**config.mk**
```make
export PLATFORM = sky130hd
export DESIGN_NAME = mash111_ncl
export DESIGN_NICKNAME = d
export VERILOG_FILES = /design/src/rtl/mash111_ncl_pkg.sv /design/src/rtl/mash111_ncl_delay_line.sv /design/src/rtl/mash111_ncl.sv
export SDC_FILE = /design/constraint.sdc
export NUM_CORES = 1
export LEC_CHECK = 0
export CAP_MARGIN = 20
export CELL_PAD_IN_SITES_DETAIL_PLACEMENT = 1
export CELL_PAD_IN_SITES_GLOBAL_PLACEMENT = 1
export CORE_MARGIN = 2
export CORE_UTILIZATION = 40
export CTS_CLUSTER_DIAMETER = 100
export DETAILED_ROUTE_END_ITERATION = 10
export PLACE_DENSITY = 0.83
export REMOVE_ABC_BUFFERS = 1
export SYNTH_ARGS = -nofsm -noshare
export SYNTH_HDL_FRONTEND = slang
export SYNTH_SLANG_ARGS = --single-unit
```
**constraint.sdc**
```tcl
create_clock -name i_clk -period 4.2 [get_ports i_clk]
set_input_delay 0.63 -clock i_clk [delete_from_list [all_inputs] [get_ports i_clk]]
set_output_delay 0.63 -clock i_clk [all_outputs]
set_load 0.005 [all_outputs]
```
**src/rtl/mash111_ncl_pkg.sv**
```systemverilog
// Shared definitions for the MASH 1-1-1 delta-sigma modulator.
//   Y_MIN / Y_MAX : range of the recombined output y = c1 + (1-z^-1)c2 + (1-z^-1)^2 c3
//   n_fill()      : number of enabled samples before every delay/history tap holds real data
package mash111_ncl_pkg;

    localparam int Y_MIN = -3;
    localparam int Y_MAX = 4;

    // The c1 path is the deepest at 2S registers. The second-order
    // differentiator also needs two samples of c3 history. The output
    // register adds one more stage on top of each of these.
    function automatic int n_fill(input int skew);
        int n;
        n = 2 * skew + 1;
        return (n > 3) ? n : 3;
    endfunction

endpackage

```
**src/rtl/mash111_ncl_delay_line.sv**
```systemverilog
// Depth-P_DEPTH, 1-bit enabled shift register with asynchronous active-low reset.
// P_DEPTH = 0 is a combinational passthrough.
//   i_clk   : clock
//   i_rst_n : asynchronous reset, active-low (clears all taps)
//   en      : shift enable
//   din     : serial input
//   dout    : din delayed by P_DEPTH enabled edges
module mash111_ncl_delay_line #(
    parameter int P_DEPTH = 1
) (
    input  logic i_clk,
    input  logic i_rst_n,
    input  logic en,
    input  logic din,
    output logic dout
);

    if (P_DEPTH == 0) begin : g_pass
        logic unused_ctrl;
        assign unused_ctrl = ^{i_clk, i_rst_n, en};
        assign dout = din;
    end else begin : g_shift
        logic [P_DEPTH-1:0] taps;

        always_ff @(posedge i_clk or negedge i_rst_n) begin
            if (!i_rst_n) begin
                taps <= '0;
            end else if (en) begin
                taps[0] <= din;
                for (int i = 1; i < P_DEPTH; i++) begin
                    taps[i] <= taps[i-1];
                end
            end
        end

        assign dout = taps[P_DEPTH-1];
    end

endmodule

```
**src/rtl/mash111_ncl.sv**
```systemverilog
// MASH 1-1-1 noise-cancellation / recombination stage.
// Removes the inter-stage pipeline skew of the three accumulator carries, then forms
// y = c1 + (1-z^-1)c2 + (1-z^-1)^2 c3 as a registered signed value in -3..+4.
//   i_clk   : clock
//   i_rst_n : asynchronous reset, active-low
//   i_en    : sample enable; nothing advances while low
//   i_c1    : stage-1 carry (earliest)
//   i_c2    : stage-2 carry (P_STAGE_SKEW cycles behind i_c1)
//   i_c3    : stage-3 carry (2*P_STAGE_SKEW cycles behind i_c1)
//   o_y     : signed modulator output, registered
//   o_valid : o_y was formed from fully primed delay lines and history
module mash111_ncl
    import mash111_ncl_pkg::*;
#(
    parameter int P_STAGE_SKEW = 1,
    parameter int P_OUT_WIDTH  = 4
) (
    input  logic                   i_clk,
    input  logic                   i_rst_n,
    input  logic                   i_en,
    input  logic                   i_c1,
    input  logic                   i_c2,
    input  logic                   i_c3,
    output logic [P_OUT_WIDTH-1:0] o_y,
    output logic                   o_valid
);

    localparam int W      = P_OUT_WIDTH;
    localparam int N_FILL = n_fill(P_STAGE_SKEW);
    localparam int CNT_W  = $clog2(N_FILL + 1);
    localparam logic [CNT_W-1:0] FILL_MAX  = CNT_W'(N_FILL);
    localparam logic [CNT_W-1:0] FILL_LAST = CNT_W'(N_FILL - 1);

    logic a1;
    logic a2;
    logic a3;
    logic a2p;
    logic a3p;
    logic a3pp;
    logic [CNT_W-1:0] fill_cnt;
    logic signed [W-1:0] y_next;

    mash111_ncl_delay_line #(.P_DEPTH(2 * P_STAGE_SKEW)) u_dl_c1 (
        .i_clk   (i_clk),
        .i_rst_n (i_rst_n),
        .en      (i_en),
        .din     (i_c1),
        .dout    (a1)
    );

    mash111_ncl_delay_line #(.P_DEPTH(P_STAGE_SKEW)) u_dl_c2 (
        .i_clk   (i_clk),
        .i_rst_n (i_rst_n),
        .en      (i_en),
        .din     (i_c2),
        .dout    (a2)
    );

    assign a3 = i_c3;

    function automatic logic signed [W-1:0] ext(input logic b);
        return {{(W-1){1'b0}}, b};
    endfunction

    // The range is -3..+4, so a W-bit (W >= 4) wrap-around sum is exact.
    assign y_next = ext(a1) + ext(a2) - ext(a2p)
                  + ext(a3) - (ext(a3p) <<< 1) + ext(a3pp);

    always_ff @(posedge i_clk or negedge i_rst_n) begin
        if (!i_rst_n) begin
            a2p      <= 1'b0;
            a3p      <= 1'b0;
            a3pp     <= 1'b0;
            fill_cnt <= '0;
            o_y      <= '0;
            o_valid  <= 1'b0;
        end else if (i_en) begin
            a2p  <= a2;
            a3p  <= a3;
            a3pp <= a3p;
            o_y  <= y_next;
            if (fill_cnt != FILL_MAX) begin
                fill_cnt <= fill_cnt + CNT_W'(1);
            end
            // The sample consumed on this edge has number fill_cnt+1.
            o_valid <= o_valid | (fill_cnt >= FILL_LAST);
        end
    end

endmodule

```
==> impl_results.html <==
<table>
<tr><th>Metric</th><th>Value</th></tr>
<tr><th colspan="2">Run status</th></tr>
<tr><td>Outcome</td><td>finished, final reports clean</td></tr>
<tr><th colspan="2">Routing</th></tr>
<tr><td>Number of remaining DRC errors</td><td>0</td></tr>
<tr><td>Final Routed Wirelength</td><td>1.20 mm</td></tr>
<tr><td>Mean routed wirelength per cell</td><td>14.0 um</td></tr>
<tr><td>Number of routed nets with antenna violations</td><td>0</td></tr>
<tr><td>Via density per instance</td><td>4.88</td></tr>
<tr><td>DRC marker count from the first detailed-route iteration</td><td>2</td></tr>
<tr><td>First drt pass iteration count</td><td>2</td></tr>
<tr><td>Via count</td><td>420</td></tr>
<tr><th colspan="2">Finish</th></tr>
<tr><td>FILL cells</td><td>189</td></tr>
<tr><td>Net count, final</td><td>86</td></tr>
<tr><td>Fraction of layout cells with a size suffix above 1</td><td>13.0%</td></tr>
<tr><td>Number of antenna diodes</td><td>0</td></tr>
<tr><td>Area overhead of the layout relative to synthesis</td><td>19.7%</td></tr>
<tr><th colspan="2">STA</th></tr>
<tr><td>RSZ-0062 raised after global routing</td><td>false</td></tr>
<tr><td>Final-report setup violation count</td><td>0</td></tr>
<tr><td>Relative max-transition margin</td><td>57.7%</td></tr>
<tr><td>Final Hold Viols</td><td>0</td></tr>
<tr><td>Clk_skew</td><td>0.00375 ns</td></tr>
<tr><td>Worst slew pin tran</td><td>0.632 ns</td></tr>
<tr><td>Final worst path period need</td><td>2.21 ns</td></tr>
<tr><td>PnR worst setup slack</td><td>1.99 ns</td></tr>
<tr><td>Final worst-path cycle share</td><td>52.7%</td></tr>
<tr><td>Final-report max-slew violation count</td><td>0</td></tr>
<tr><td>Summed negative setup slack over all endpoints</td><td>0 ns</td></tr>
<tr><td>Peak Freq</td><td>452 MHz</td></tr>
<tr><th colspan="2">Setup path</th></tr>
<tr><td>Maximum fanout along the worst path</td><td>2</td></tr>
<tr><td>Startpoint types</td><td>register</td></tr>
<tr><td>Kind of cell adding the most delay to the critical path</td><td>adder cells</td></tr>
<tr><td>Destination of the critical timing path</td><td>o_y[2]$_DFFE_PN0P_</td></tr>
<tr><td>Worst Path Required</td><td>4.37 ns</td></tr>
<tr><td>Worst path depth</td><td>11</td></tr>
<tr><td>Slowest cell delay on critical path</td><td>0.36 ns</td></tr>
<tr><td>Critical Path, Cell by Cell</td><td>inv_1 &gt; ha_1 &gt; inv_1 &gt; ha_1 &gt; inv_1 &gt; ha_1 &gt; inv_1 &gt; ha_1 &gt; ha_1 &gt; xnor2_1 &gt; mux2_4</td></tr>
<tr><td>Reg2Reg Setup Slack</td><td>1.99 ns</td></tr>
<tr><td>Master of the slowest instance on the critical path</td><td>dfrtp_1</td></tr>
<tr><td>Worst path arrival time</td><td>2.38 ns</td></tr>
<tr><td>R2R depth</td><td>11</td></tr>
<tr><td>Critical R2R Capture</td><td>o_y[2]$_DFFE_PN0P_</td></tr>
<tr><td>Crit path capture type</td><td>register</td></tr>
<tr><td>FF-to-FF Start</td><td>u_dl_c2.dout$_DFFE_PN0P_</td></tr>
<tr><td>Setup crit start</td><td>u_dl_c2.dout$_DFFE_PN0P_</td></tr>
<tr><td>Count of buffering cells on the critical path with inverters included</td><td>4</td></tr>
<tr><td>Cell repeated most along the worst path</td><td>ha_1</td></tr>
<tr><td>Critical Setup Path Class</td><td>register to register</td></tr>
<tr><th colspan="2">Clocking</th></tr>
<tr><td>Hold buffer count at cts</td><td>0</td></tr>
<tr><td>Number of levels in the clock H-tree</td><td>1</td></tr>
<tr><td>Clock sink count</td><td>13</td></tr>
<tr><td>Clk buf depth</td><td>2</td></tr>
<tr><td>Clock root buffer master</td><td>clkbuf_4</td></tr>
<tr><td>Clock buffer count from CTS</td><td>3</td></tr>
<tr><td># Post-CTS Setup Buffers</td><td>0</td></tr>
<tr><td>Clock latency reported for the late side of the worst-skew pair</td><td>0.28 ns</td></tr>
<tr><td>Clock transition at the register clock pins on the worst setup and hold paths after CTS</td><td>0.09 ns</td></tr>
<tr><td>Number of cells upsized or downsized after cts</td><td>0</td></tr>
<tr><td>Clock tree from TritonCTS</td><td>done</td></tr>
<tr><th colspan="2">Placed design</th></tr>
<tr><td>Worst-case setup slack after placement</td><td>1.99 ns</td></tr>
<tr><td>Total of buffers placed on input and output ports</td><td>10</td></tr>
<tr><td>Final RePlAce weighted congestion</td><td>0.714</td></tr>
<tr><td>DP Wirelength</td><td>938 um</td></tr>
<tr><th colspan="2">Die</th></tr>
<tr><td>Std-Cell Core Area</td><td>1670 um^2</td></tr>
<tr><td>Placement Rows</td><td>15</td></tr>
<tr><td>Floorplan die area</td><td>2080 um^2</td></tr>
<tr><td>Boundary Pins</td><td>11</td></tr>
<tr><td>Die Y-Extent</td><td>45.6 um</td></tr>
<tr><td>Starting utilization of the core area</td><td>41.4%</td></tr>
<tr><td>Die width</td><td>45.6 um</td></tr>
<tr><th colspan="2">Global routing</th></tr>
<tr><td>All-layer global routing usage</td><td>14.1%</td></tr>
<tr><td>Largest net degree at the start of global routing</td><td>16</td></tr>
<tr><td>First-pass GRT wire length</td><td>1.98 mm</td></tr>
<tr><td>Initial antenna violation count</td><td>0</td></tr>
<tr><td>Total overflow reported by the global router</td><td>0</td></tr>
<tr><td>Via count of the first global-routing pass</td><td>473</td></tr>
<tr><th colspan="2">Power</th></tr>
<tr><td>Power per cell area</td><td>509 nW/um^2</td></tr>
<tr><td>Portion of total power attributed to the clock network</td><td>19.2%</td></tr>
<tr><td>Net switching power of the design</td><td>0.129 mW</td></tr>
<tr><td>Pint</td><td>0.293 mW</td></tr>
<tr><td>Fraction of power spent switching nets</td><td>30.6%</td></tr>
<tr><td>Maximum vdd ir drop</td><td>0.236 mV</td></tr>
<tr><td>Combinational share of power</td><td>37.4%</td></tr>
<tr><td>Standby leakage power</td><td>0.415 nW</td></tr>
<tr><td>Seq pwr share</td><td>43.5%</td></tr>
<tr><th colspan="2">Yosys</th></tr>
<tr><td>Post-synthesis compound-gate area fraction</td><td>3.07%</td></tr>
<tr><td>Library cell with the highest instance count after synthesis</td><td>dfrtp_1</td></tr>
<tr><td>Sequential share of the synthesized area</td><td>47.0%</td></tr>
<tr><td>Portion of netlist area occupied by mux cells</td><td>14.3%</td></tr>
<tr><td>Number of synthesized flops with an enable pin</td><td>0</td></tr>
<tr><td>Top cells by area in the synthesized netlist</td><td>dfrtp_1 (47%), ha_1 (14%), inv_1 (6.5%)</td></tr>
<tr><td>Synth Area per Inst</td><td>12.4 um^2</td></tr>
<tr><td>Ranking of synthesized cells by instance count</td><td>dfrtp_1 (13), inv_1 (12), ha_1 (8)</td></tr>
<tr><td>Cell type with the largest total area after synthesis</td><td>dfrtp_1</td></tr>
<tr><td>Yosys warns</td><td>0</td></tr>
<tr><td>Netlist area before placement</td><td>692 um^2</td></tr>
<tr><td>Main combinational cell family by area after synthesis</td><td>adder cells</td></tr>
<tr><td>Area share of fa/ha/maj cells after synthesis</td><td>20.3%</td></tr>
<tr><td>Cells after Synth</td><td>56</td></tr>
<tr><td>Main synth FF type</td><td>dfrtp_1</td></tr>
<tr><td>Xor-xnor portion of the synthesized cell area</td><td>2.53%</td></tr>
<tr><td>Distinct cells, synth</td><td>14</td></tr>
<tr><td>Proportion of register bits with asynchronous set or reset after synthesis</td><td>100%</td></tr>
<tr><td>Area fraction in and, or, nand and nor cells after synthesis</td><td>4.70%</td></tr>
<tr><td>Number of register bits inferred by synthesis</td><td>13</td></tr>
<tr><td>Proportion of netlist area held by the largest area contributor</td><td>47.0%</td></tr>
<tr><th colspan="2">Worst hold path</th></tr>
<tr><td>Class of the most critical hold timing path</td><td>register to register</td></tr>
<tr><td>Origin of the worst min-delay path</td><td>o_valid$_DFFE_PN0P_</td></tr>
<tr><th colspan="2">Job</th></tr>
<tr><td>Number of violations of the max-capacitance limit</td><td>0</td></tr>
</table>
[metrics by stage]
step | util [%] | power [mW] | cell area [um^2] | hold WS, ns | std cells
3_3_place_gp | 48.0 | 0.339 | 802 | 0.456 | 82
2_1_floorplan | - | 0.276 | 681 | 0.334 | 55
3_5_place_dp | 48.0 | 0.349 | 802 | 0.460 | 82
5_1_grt | 49.6 | 0.455 | 828 | 0.508 | 86
4_1_cts | 49.6 | 0.432 | 828 | 0.491 | 86
6_report | 49.6 | 0.421 | 828 | 0.487 | 86
[power by group through the flow]
| stage | Combinational, mW | Clock, mW | Sequential, mW |
|---|---|---|---|
| floorplan | 0.0928 | 0 | 0.183 |
| global placement | 0.154 | 0 | 0.185 |
| global route | 0.179 | 0.0877 | 0.188 |
| detailed placement | 0.162 | 0 | 0.187 |
| CTS | 0.164 | 0.0839 | 0.185 |
| finish | 0.158 | 0.0807 | 0.183 |
[per-layer routing]
layer  vias up  track usage, %  wire (um)
met5         -               0          0
met4         0            10.6         30
met3         4            2.38         20
met2         6            22.8        631
met1       211            16.5        521
li1        199               -          -
[sequential cells by signal, summed over array words and instances, names as in the netlist]
register / flops
fill_cnt: 2
a3pp: 1
a2p: 1
o_valid: 1
u_dl_c2.dout: 1
o_y: 4
a3p: 1
u_dl_c1.g_shift.taps: 2
[how the worst min path moves through the flow]
stage                                      to  slack (ns)  depth (start not counted)
after global placement    o_valid$_DFFE_PN0P_        0.46                          1
after floorplan               a2p$_DFFE_PN0P_        0.33                          0
after detailed placement  o_valid$_DFFE_PN0P_        0.46                          1
after global routing      o_valid$_DFFE_PN0P_        0.51                          1
final                     o_valid$_DFFE_PN0P_        0.49                          1
after CTS                 o_valid$_DFFE_PN0P_        0.49                          1
[area by class of cell]
type	count	area [um^2]	share of cell area (%)
flip-flops and latches	13	325	39.3
multi-input cells	30	310	37.5
repair buffers	10	100	12.1
inverters	12	45.0	5.44
clock buffers	4	26.3	3.17
well taps	17	21.3	2.57
[logic make-up (layout without fill, tap and decap cells)]
group / Yosys count / after routing
flops: 13 / 13
buf+inv: 13 / 26
fa+ha+maj: 10 / 10
mux: 8 / 8
simple gates: 6 / 6
compound gates: 4 / 4
xor+xnor: 2 / 2
[cells in the final DEF, fill, tap and decap left out]
| cell | netlist | routed |
|---|---|---|
| ha_1 | 8 | 8 |
| mux2_2 | 3 | 3 |
| mux2i_1 | 2 | 2 |
| o21ai_0 | 3 | 3 |
| dfrtp_1 | 13 | 13 |
| clkbuf_1 | 0 | 1 |
| clkbuf_4 | 0 | 3 |
| clkdlybuf4s50_1 | 0 | 10 |
| mux2_4 | 3 | 3 |
| and3b_1 | 1 | 1 |
| inv_1 | 12 | 12 |
| nand2_1 | 3 | 3 |
| o22ai_1 | 1 | 1 |
| fa_1 | 2 | 2 |
| xnor2_1 | 2 | 2 |
| nand2b_1 | 2 | 2 |
(Power assumes the default switching activity.)
